===== config.mk =====
export PLATFORM = sky130hd
export DESIGN_NAME = seq_mult_core
export DESIGN_NICKNAME = d
export VERILOG_FILES = /design/src/rtl/seq_mult_pkg.sv /design/src/rtl/seq_mult_ctrl.sv /design/src/rtl/seq_mult_core.sv
export SDC_FILE = /design/constraint.sdc
export NUM_CORES = 1
export LEC_CHECK = 0
export CAP_MARGIN = 10
export CORE_UTILIZATION = 45
export CTS_BUF_LIST = sky130_fd_sc_hd__clkbuf_8
export CTS_CLUSTER_DIAMETER = 40
export CTS_CLUSTER_SIZE = 20
export DETAILED_ROUTE_END_ITERATION = 7
export DONT_BUFFER_PORTS = 1
export PLACE_DENSITY = 0.7
export RECOVER_POWER = 25
export SYNTH_ARGS = -nofsm -noshare
export SYNTH_HDL_FRONTEND = slang
export SYNTH_HIERARCHICAL = 1
export SYNTH_SLANG_ARGS = --single-unit

===== constraint.sdc =====
create_clock -name clk -period 5.6 [get_ports clk]
set_input_delay 1.12 -clock clk [delete_from_list [all_inputs] [get_ports clk]]
set_output_delay 1.12 -clock clk [all_outputs]
set_load 0.01 [all_outputs]

===== src/rtl/seq_mult_pkg.sv =====
// rtl/seq_mult_pkg.sv - shared constants and FSM state type for the sequential multiplier
package seq_mult_pkg;

  localparam int SEQ_OP_W     = 4;
  localparam int SEQ_PROD_W   = 2 * SEQ_OP_W;
  localparam int SEQ_ITER_CNT = SEQ_OP_W;

  typedef enum logic [1:0] {
    IDLE = 2'd0,
    CALC = 2'd1,
    DONE = 2'd2
  } state_t;

endpackage


===== src/rtl/seq_mult_ctrl.sv =====
// rtl/seq_mult_ctrl.sv - control FSM and iteration counter for seq_mult_core
// Emits load/step/finish strobes to the datapath; latency is fixed at ITER_CNT steps.
module seq_mult_ctrl
  import seq_mult_pkg::*;
#(
  parameter int ITER_CNT = SEQ_ITER_CNT
) (
  input  logic clk,
  input  logic rst_n,
  input  logic i_start,
  output logic o_load,
  output logic o_step,
  output logic o_finish,
  output logic o_busy,
  output logic o_done
);

  localparam int CNT_W = (ITER_CNT > 1) ? $clog2(ITER_CNT) : 1;
  localparam logic [CNT_W-1:0] LAST_CNT = CNT_W'(ITER_CNT - 1);
  localparam logic [CNT_W-1:0] CNT_ONE  = CNT_W'(1);

  state_t           r_state;
  state_t           w_state_nxt;
  logic [CNT_W-1:0] r_cnt;

  always_ff @(posedge clk or negedge rst_n) begin
    if (!rst_n) begin
      r_state <= IDLE;
      r_cnt   <= '0;
    end else begin
      r_state <= w_state_nxt;
      if (o_load) begin
        r_cnt <= '0;
      end else if (o_step) begin
        r_cnt <= r_cnt + CNT_ONE;
      end
    end
  end

  always_comb begin
    w_state_nxt = r_state;
    o_load      = 1'b0;
    o_step      = 1'b0;
    o_finish    = 1'b0;
    o_busy      = 1'b1;
    o_done      = 1'b0;
    case (r_state)
      IDLE: begin
        o_busy = 1'b0;
        if (i_start) begin
          o_load      = 1'b1;
          w_state_nxt = CALC;
        end
      end
      CALC: begin
        o_step = 1'b1;
        // the last iteration's add is folded into the product load
        if (r_cnt == LAST_CNT) begin
          o_finish    = 1'b1;
          w_state_nxt = DONE;
        end
      end
      DONE: begin
        o_done      = 1'b1;
        w_state_nxt = IDLE;
      end
      default: begin
        w_state_nxt = IDLE;
      end
    endcase
  end

endmodule


===== src/rtl/seq_mult_core.sv =====
// rtl/seq_mult_core.sv - shift-add sequential multiplier, sign-magnitude datapath
// Build option SEQ_MULT_SIGNED_EN: defined = two's-complement operands, undefined = unsigned.
module seq_mult_core
  import seq_mult_pkg::*;
#(
  parameter int OP_W   = SEQ_OP_W,
  parameter int PROD_W = 2 * OP_W
) (
  input  logic              clk,
  input  logic              rst_n,
  input  logic              start,
  input  logic [OP_W-1:0]   a,
  input  logic [OP_W-1:0]   b,
  output logic              busy,
  output logic              done,
  output logic [PROD_W-1:0] product
);

  localparam logic [OP_W:0]     MAG_ONE  = (OP_W + 1)'(1);
  localparam logic [PROD_W-1:0] PROD_ONE = PROD_W'(1);

  logic w_load;
  logic w_step;
  logic w_finish;
  logic w_busy;
  logic w_done;

  logic              w_a_neg;
  logic              w_b_neg;
  logic [OP_W:0]     w_a_ext;
  logic [OP_W:0]     w_b_ext;
  logic [OP_W:0]     w_a_mag;
  logic [OP_W:0]     w_b_mag;
  logic [PROD_W-1:0] w_addend;
  logic [PROD_W-1:0] w_acc_nxt;
  logic [PROD_W-1:0] w_prod_nxt;

  logic [PROD_W-1:0] r_mcand;
  logic [OP_W:0]     r_mplr;
  logic [PROD_W-1:0] r_acc;
  logic              r_sign;
  logic [PROD_W-1:0] r_product;

  seq_mult_ctrl #(
    .ITER_CNT (OP_W)
  ) u_ctrl (
    .clk      (clk),
    .rst_n    (rst_n),
    .i_start  (start),
    .o_load   (w_load),
    .o_step   (w_step),
    .o_finish (w_finish),
    .o_busy   (w_busy),
    .o_done   (w_done)
  );

`ifdef SEQ_MULT_SIGNED_EN
  assign w_a_neg = a[OP_W-1];
  assign w_b_neg = b[OP_W-1];
`else
  assign w_a_neg = 1'b0;
  assign w_b_neg = 1'b0;
`endif

  // one extra bit so that the most negative operand has a representable magnitude
  assign w_a_ext = {w_a_neg, a};
  assign w_b_ext = {w_b_neg, b};
  assign w_a_mag = w_a_neg ? (~w_a_ext + MAG_ONE) : w_a_ext;
  assign w_b_mag = w_b_neg ? (~w_b_ext + MAG_ONE) : w_b_ext;

  assign w_addend   = r_mplr[0] ? r_mcand : '0;
  assign w_acc_nxt  = r_acc + w_addend;
  // negating zero yields zero, so no negative-zero case exists
  assign w_prod_nxt = r_sign ? (~w_acc_nxt + PROD_ONE) : w_acc_nxt;

  always_ff @(posedge clk or negedge rst_n) begin
    if (!rst_n) begin
      r_mcand   <= '0;
      r_mplr    <= '0;
      r_acc     <= '0;
      r_sign    <= 1'b0;
      r_product <= '0;
    end else begin
      if (w_load) begin
        r_mcand <= PROD_W'(w_a_mag);
        r_mplr  <= w_b_mag;
        r_acc   <= '0;
        r_sign  <= w_a_neg ^ w_b_neg;
      end else if (w_step) begin
        r_acc   <= w_acc_nxt;
        r_mcand <= r_mcand << 1;
        r_mplr  <= r_mplr >> 1;
      end
      if (w_finish) begin
        r_product <= w_prod_nxt;
      end
    end
  end

  assign busy    = w_busy;
  assign done    = w_done;
  assign product = r_product;

endmodule


-- Word level (Yosys, flattened, before mapping)
Cells that the tools add are included.
- flip-flop bits (word level): 33
- output and inout port bits: 10
- word-level logic and storage cells: 35
- input bits: 11
- multiplexer cells: 19
- add/sub/neg operators: 2
- reductions and logical operators: 3
- equal/unequal tests: 5
- operators with widths (cell ; count):
    $mux W8 ; 5
    $mux W5 ; 2
    $add A8 B8 Y8 ; 1
    $mux W2 ; 4
    $mux W1 ; 7
    $eq A2 B2 Y1 const B ; 2
    $pmux W2 S2 ; 1
    $add A2 B1 Y2 const B ; 1
    $eq A2 B1 Y1 const B ; 1
    $logic_not A2 Y1 ; 1
    $ne A2 B1 Y1 const B ; 1
    $ne A2 B2 Y1 const B ; 1
    $reduce_and A2 Y1 ; 1
    $reduce_bool A2 Y1 ; 1

-- Depth between registers and ports, before layout
- word-level depth: 4
- mapped depth: 8
- gate-level depth less buffers: 8

-- By module
Netlist, hierarchy kept.
- modules (own cells, without submodules) (module ; sequential area each (um2) ; cells an instance ; times used ; area each (um2)):
    seq_mult_core ; 700.7 ; 145 ; 1 ; 1545.2
    seq_mult_ctrl ; 100.1 ; 16 ; 1 ; 195.2

-- Worst setup path after synthesis
Ideal clock, no wire load.
- path type: reg-to-reg
- from: register r_mplr[0]
- to: register r_product[6] (netlist: product[6])
- path buffers: 0
- period minus slack after synthesis: 2.142 ns
- data required time: 5.475 ns
- data arrival time: 2.017 ns
- slack: 3.458 ns
- library setup time: 0.125 ns
- stages on the path, launching flop included: 9
- cells stage by stage: dfrtp_1 and2_1 ha_1 fa_1 a21o_1 a21oi_2 o211ai_1 xor2_1 mux2_2
- word-level cells in the longest chain between the ends: 2
- RTL lines (element ; line ; text):
    from (decl) ; seq_mult_core.sv:39 ; logic [OP_W:0] r_mplr;
    from (signal assigned) ; seq_mult_core.sv:86 ; r_mplr <= w_b_mag;
    from (signal assigned) ; seq_mult_core.sv:92 ; r_mplr <= r_mplr >> 1;
    $mux W8 ; seq_mult_core.sv:71 ; assign w_addend = r_mplr[0] ? r_mcand : '0;
    $add A8 B8 Y8 ; seq_mult_core.sv:72 ; assign w_acc_nxt = r_acc + w_addend;
    to (signal assigned) ; seq_mult_core.sv:95 ; r_product <= w_prod_nxt;
    to (decl) ; seq_mult_core.sv:42 ; logic [PROD_W-1:0] r_product;
Every way passes these cells.
A chain may end at the register's enable or synchronous reset.

-- Worst setup path in the final report
Ends and elaborated chain as after synthesis.

==> impl_summary.md <==
Routing
The count of nets left with antenna violations once routing finished came out at 0. The detailed router finished its first iteration with 31 violations. The first TritonRoute pass finished after 4 iterations.

The routed design has 3.12 mm of wire. Detailed routing inserted a total of 1139 vias. The mean routed wirelength per cell is 14.8 um. The number of remaining DRC errors is 0. The routed via count divided by cell count is 5.40.

Final layout
Registers take 801 um^2. The relative area change from synthesis to final layout is 9.27%. Summing all multi-input logic gate instances after layout gives 896 um^2. The final instance count without filler cells is 211. After the last flow step, the layout net total stands at 182. The count of antenna diodes in the layout is 0. The filler cell count is 317.

The fraction of final layout cells with drive strength greater than 1 is 0.147.

Setup path
Traced cell by cell, the critical path runs through and2_1 > ha_1 > fa_1 > a21o_1 > a21oi_2 > o211ai_1 > xor2_1 > mux2_2. In this run the worst path has a maximum fanout of 9. The stage delay of the slowest cell on the critical path is 0.44 ns. The launch instance of the worst register-to-register path is r_mplr[0]. The type of the worst setup path is reg -> reg. At the worst endpoint, the required time is 5.77 ns. The worst setup path is captured at a register. For the worst setup path, the data arrival time is 2.44 ns.

STA classifies the critical path startpoint as a register. The worst path buffer plus inverter count is 0. Among cell families on the critical path, the largest total delay comes from adder cells. The slowest stage of the critical path is the sky130_fd_sc_hd__dfrtp_1 cell. The most critical setup path has its startpoint at r_mplr[0].

Logic synthesis
Counting every net in the synthesized netlist gives 181. The dominant register cell in the synthesized netlist is sky130_fd_sc_hd__dfrtp_1. The synthesized area per cell is 10.8 um^2. The number of different library cells used by synthesis comes to 36. The number of flops mapped to enable cells by yosys is 0. The number of warnings issued by yosys is 6. In the synthesized netlist, the number of instances is 161. The share of the Yosys chip area taken by registers is 0.460. Synthesis inferred 32 register bits. Ranked by instance count, the synthesized netlist is headed by sky130_fd_sc_hd__dfrtp_1, sky130_fd_sc_hd__nor2_1, sky130_fd_sc_hd__mux2i_1, sky130_fd_sc_hd__nand2_1, sky130_fd_sc_hd__and2_1. Yosys attributes the largest share of cell area to sky130_fd_sc_hd__dfrtp_1, sky130_fd_sc_hd__mux2i_1, sky130_fd_sc_hd__ha_1. The most repeated cell in the gate-level netlist after synthesis is sky130_fd_sc_hd__dfrtp_1. The share of flip-flops with an asynchronous set or reset is 1.00.

The area of the mapped netlist is 1740 um^2. Of all cell types, the one taking the most synthesized area is sky130_fd_sc_hd__dfrtp_1. Of the post-synthesis cell area, the dominant cell type holds 0.460.

Flow run
The number of violations of the max-capacitance limit is 0.

Min path
The worst min-delay path category is reg -> reg. The start point of the worst min-delay path is r_acc[5].

Clocking
TritonCTS built the clock tree. The post-CTS setup repair buffer count is 0. The number of hold buffers added after CTS is 0. The post-cts repair resize count is 0. No sink is reached through more buffers than the 2 on the longest clock path.

The number of buffers created by CTS is 5. The level count of the clock H-tree is 2. The post-CTS clock slew at the launch and capture registers of the worst setup and hold paths is 0.06 ns. The clock net sink count is 32. The root buffer cell is sky130_fd_sc_hd__clkbuf_8. The clock latency on the worst-skew pair is 0.28 ns.

Power and ir drop
In this run the power spent charging and discharging nets is 0.000383 W. The total power divided by cell area is 563 nW/um^2. The analysis attributes to cell leakage a power of 0.944 nW.

The clock network fraction of total power is 0.225. Of the total power, combinational logic draws 0.394. The switching power as a share of total power is 0.358.

The part of the power in registers is 0.381. Across the VDD grid, the largest voltage drop is 378 uV. The total internal power is 0.000687 W.

Timing
Summed over all failing endpoints, the final setup total negative slack is 0 ns. The worst-margin pin slew is 0.794 ns. The worst pin sits at a relative slew slack of 0.470. The number of pins exceeding their max-slew limit in the final report is 0. The final number of hold-violating endpoints was 0. The part of the cycle the worst path needs is 0.405.

The final setup violation count is 0. On the final layout, the worst clock skew is 0.00161 ns. The time the final worst path needs with I/O delays and setup is 2.27 ns. Setup repair after global routing left no endpoint under its margin. The peak clock frequency supported by timing is 0.440 GHz.

Global routing
Summed over all layers, the global routing overflow is 0. The initial antenna violation count is 0. Entering global routing, the biggest net connects 33 pins. The via count of the first global-routing pass is 1156.

Across every metal layer, demand over resource in global routing totals 0.170. The first global-routing pass estimated 5.28 mm of wire.

Floorplan
The die covers 4120 um^2. The floorplan die height is 64.2 um. The horizontal die dimension is 64.2 um. The number of ports placed on the die boundary is 21. The site row count is 22. The effective utilization at floorplan is 0.472. The core region is 3690 um^2.

Placement
The port buffer count is 0. The routability congestion estimate is 0.812. The final HPWL from detailed placement is 2.28 mm. The placed instance count is 203.

Status
The run finished with clean final reports.
==> flip-flops by register name (all words and copies together), names as in the netlist <==
| register | flops |
|---|---|
| product | 8 |
| u_ctrl/r_state | 2 |
| r_mplr | 4 |
| r_acc | 8 |
| r_mcand | 8 |
| u_ctrl/r_cnt | 2 |
==> power by group through the flow <==
stage	clock, W	combinational, W	sequential [W]
final	0.000240	0.000422	0.000408
after global routing	0.000257	0.000474	0.000422
after CTS	0.000246	0.000426	0.000409
after detailed placement	0	0.000424	0.000413
after global placement	0	0.000403	0.000408
after floorplan	0	0.000363	0.000391
==> kinds of logic after synthesis <==
logic type | share of synthesized area
AOI/OAI and AO/OA | 0.116
and+or+nand+nor | 0.149
muxes | 0.143
DFF | 0.460
adders and majority gates | 0.0690
xor gates and xnor gates | 0.0381
buffers and inverters | 0.0252
==> path summary, 6_finish.rpt <==
| path | slack (ns) | depth (start not counted) | endpoint |
|---|---|---|---|
| setup reg to reg | 3.33 | 8 | product[6] |
| setup / recovery | 3.33 | 8 | product[6] |
| min in group asynchronous | 0.53 | 0 | product[5] |
| max in group asynchronous | 4.99 | 0 | r_mcand[7] |
| hold / removal | 0.51 | 1 | r_acc[5] |
| hold reg to reg | 0.51 | 1 | r_acc[5] |
==> per-stage QoR <==
step                cell area [um^2]  hold slack [ns]  power (W)   util  setup slack [ns]
floorplan                       1740            0.466   0.000753      -              3.46
global placement                1780            0.488   0.000811  0.481              3.39
detailed placement              1780            0.496   0.000837  0.481              3.35
CTS                             1900            0.513    0.00108  0.516              3.34
global route                    1900            0.509    0.00115  0.516              3.19
finish                          1900            0.513    0.00107  0.516              3.33
==> placed cells by master (no fill, tap or decap), types with 3 or more instances in the layout <==
cell / instances
sky130_fd_sc_hd__nor2_1: 16
sky130_fd_sc_hd__nand2_1: 14
sky130_fd_sc_hd__a21oi_2: 3
sky130_fd_sc_hd__o21ai_0: 9
sky130_fd_sc_hd__inv_1: 3
sky130_fd_sc_hd__xnor2_1: 4
sky130_fd_sc_hd__dfrtp_1: 32
sky130_fd_sc_hd__a21oi_1: 5
sky130_fd_sc_hd__mux2_2: 7
sky130_fd_sc_hd__mux2i_1: 14
sky130_fd_sc_hd__and2_1: 10
sky130_fd_sc_hd__clkbuf_8: 7
sky130_fd_sc_hd__ha_1: 8
==> layer usage <==
layer	track usage	part of all wire	vias up	routed length [um]
li1	-	-	563	-
met1	0.225	0.49	554	1510
met2	0.261	0.46	17	1440
met3	0.0554	0.037	5	114
met4	0.0583	0.016	0	49
met5	0	0	-	0
==> worst reg2reg max path: stages, from the launching register on <==
cell	delay, ns
sky130_fd_sc_hd__dfrtp_1	0.44
sky130_fd_sc_hd__and2_1	0.17
sky130_fd_sc_hd__ha_1	0.23
sky130_fd_sc_hd__fa_1	0.42
sky130_fd_sc_hd__a21o_1	0.18
sky130_fd_sc_hd__a21oi_2	0.18
sky130_fd_sc_hd__o211ai_1	0.13
sky130_fd_sc_hd__xor2_1	0.15
sky130_fd_sc_hd__mux2_2	0.26
==> cell type report <==
| cell class | instances | area share |
|---|---|---|
| multi-input combinational | 119 | 0.471 |
| sequential | 32 | 0.421 |
| clock buffer | 7 | 0.0507 |
| tap | 48 | 0.0316 |
| clock inverter | 1 | 0.0158 |
| inverter | 3 | 0.00592 |
| timing repair buffer | 1 | 0.00395 |
Note: power is estimated with default switching activity, not from simulation.
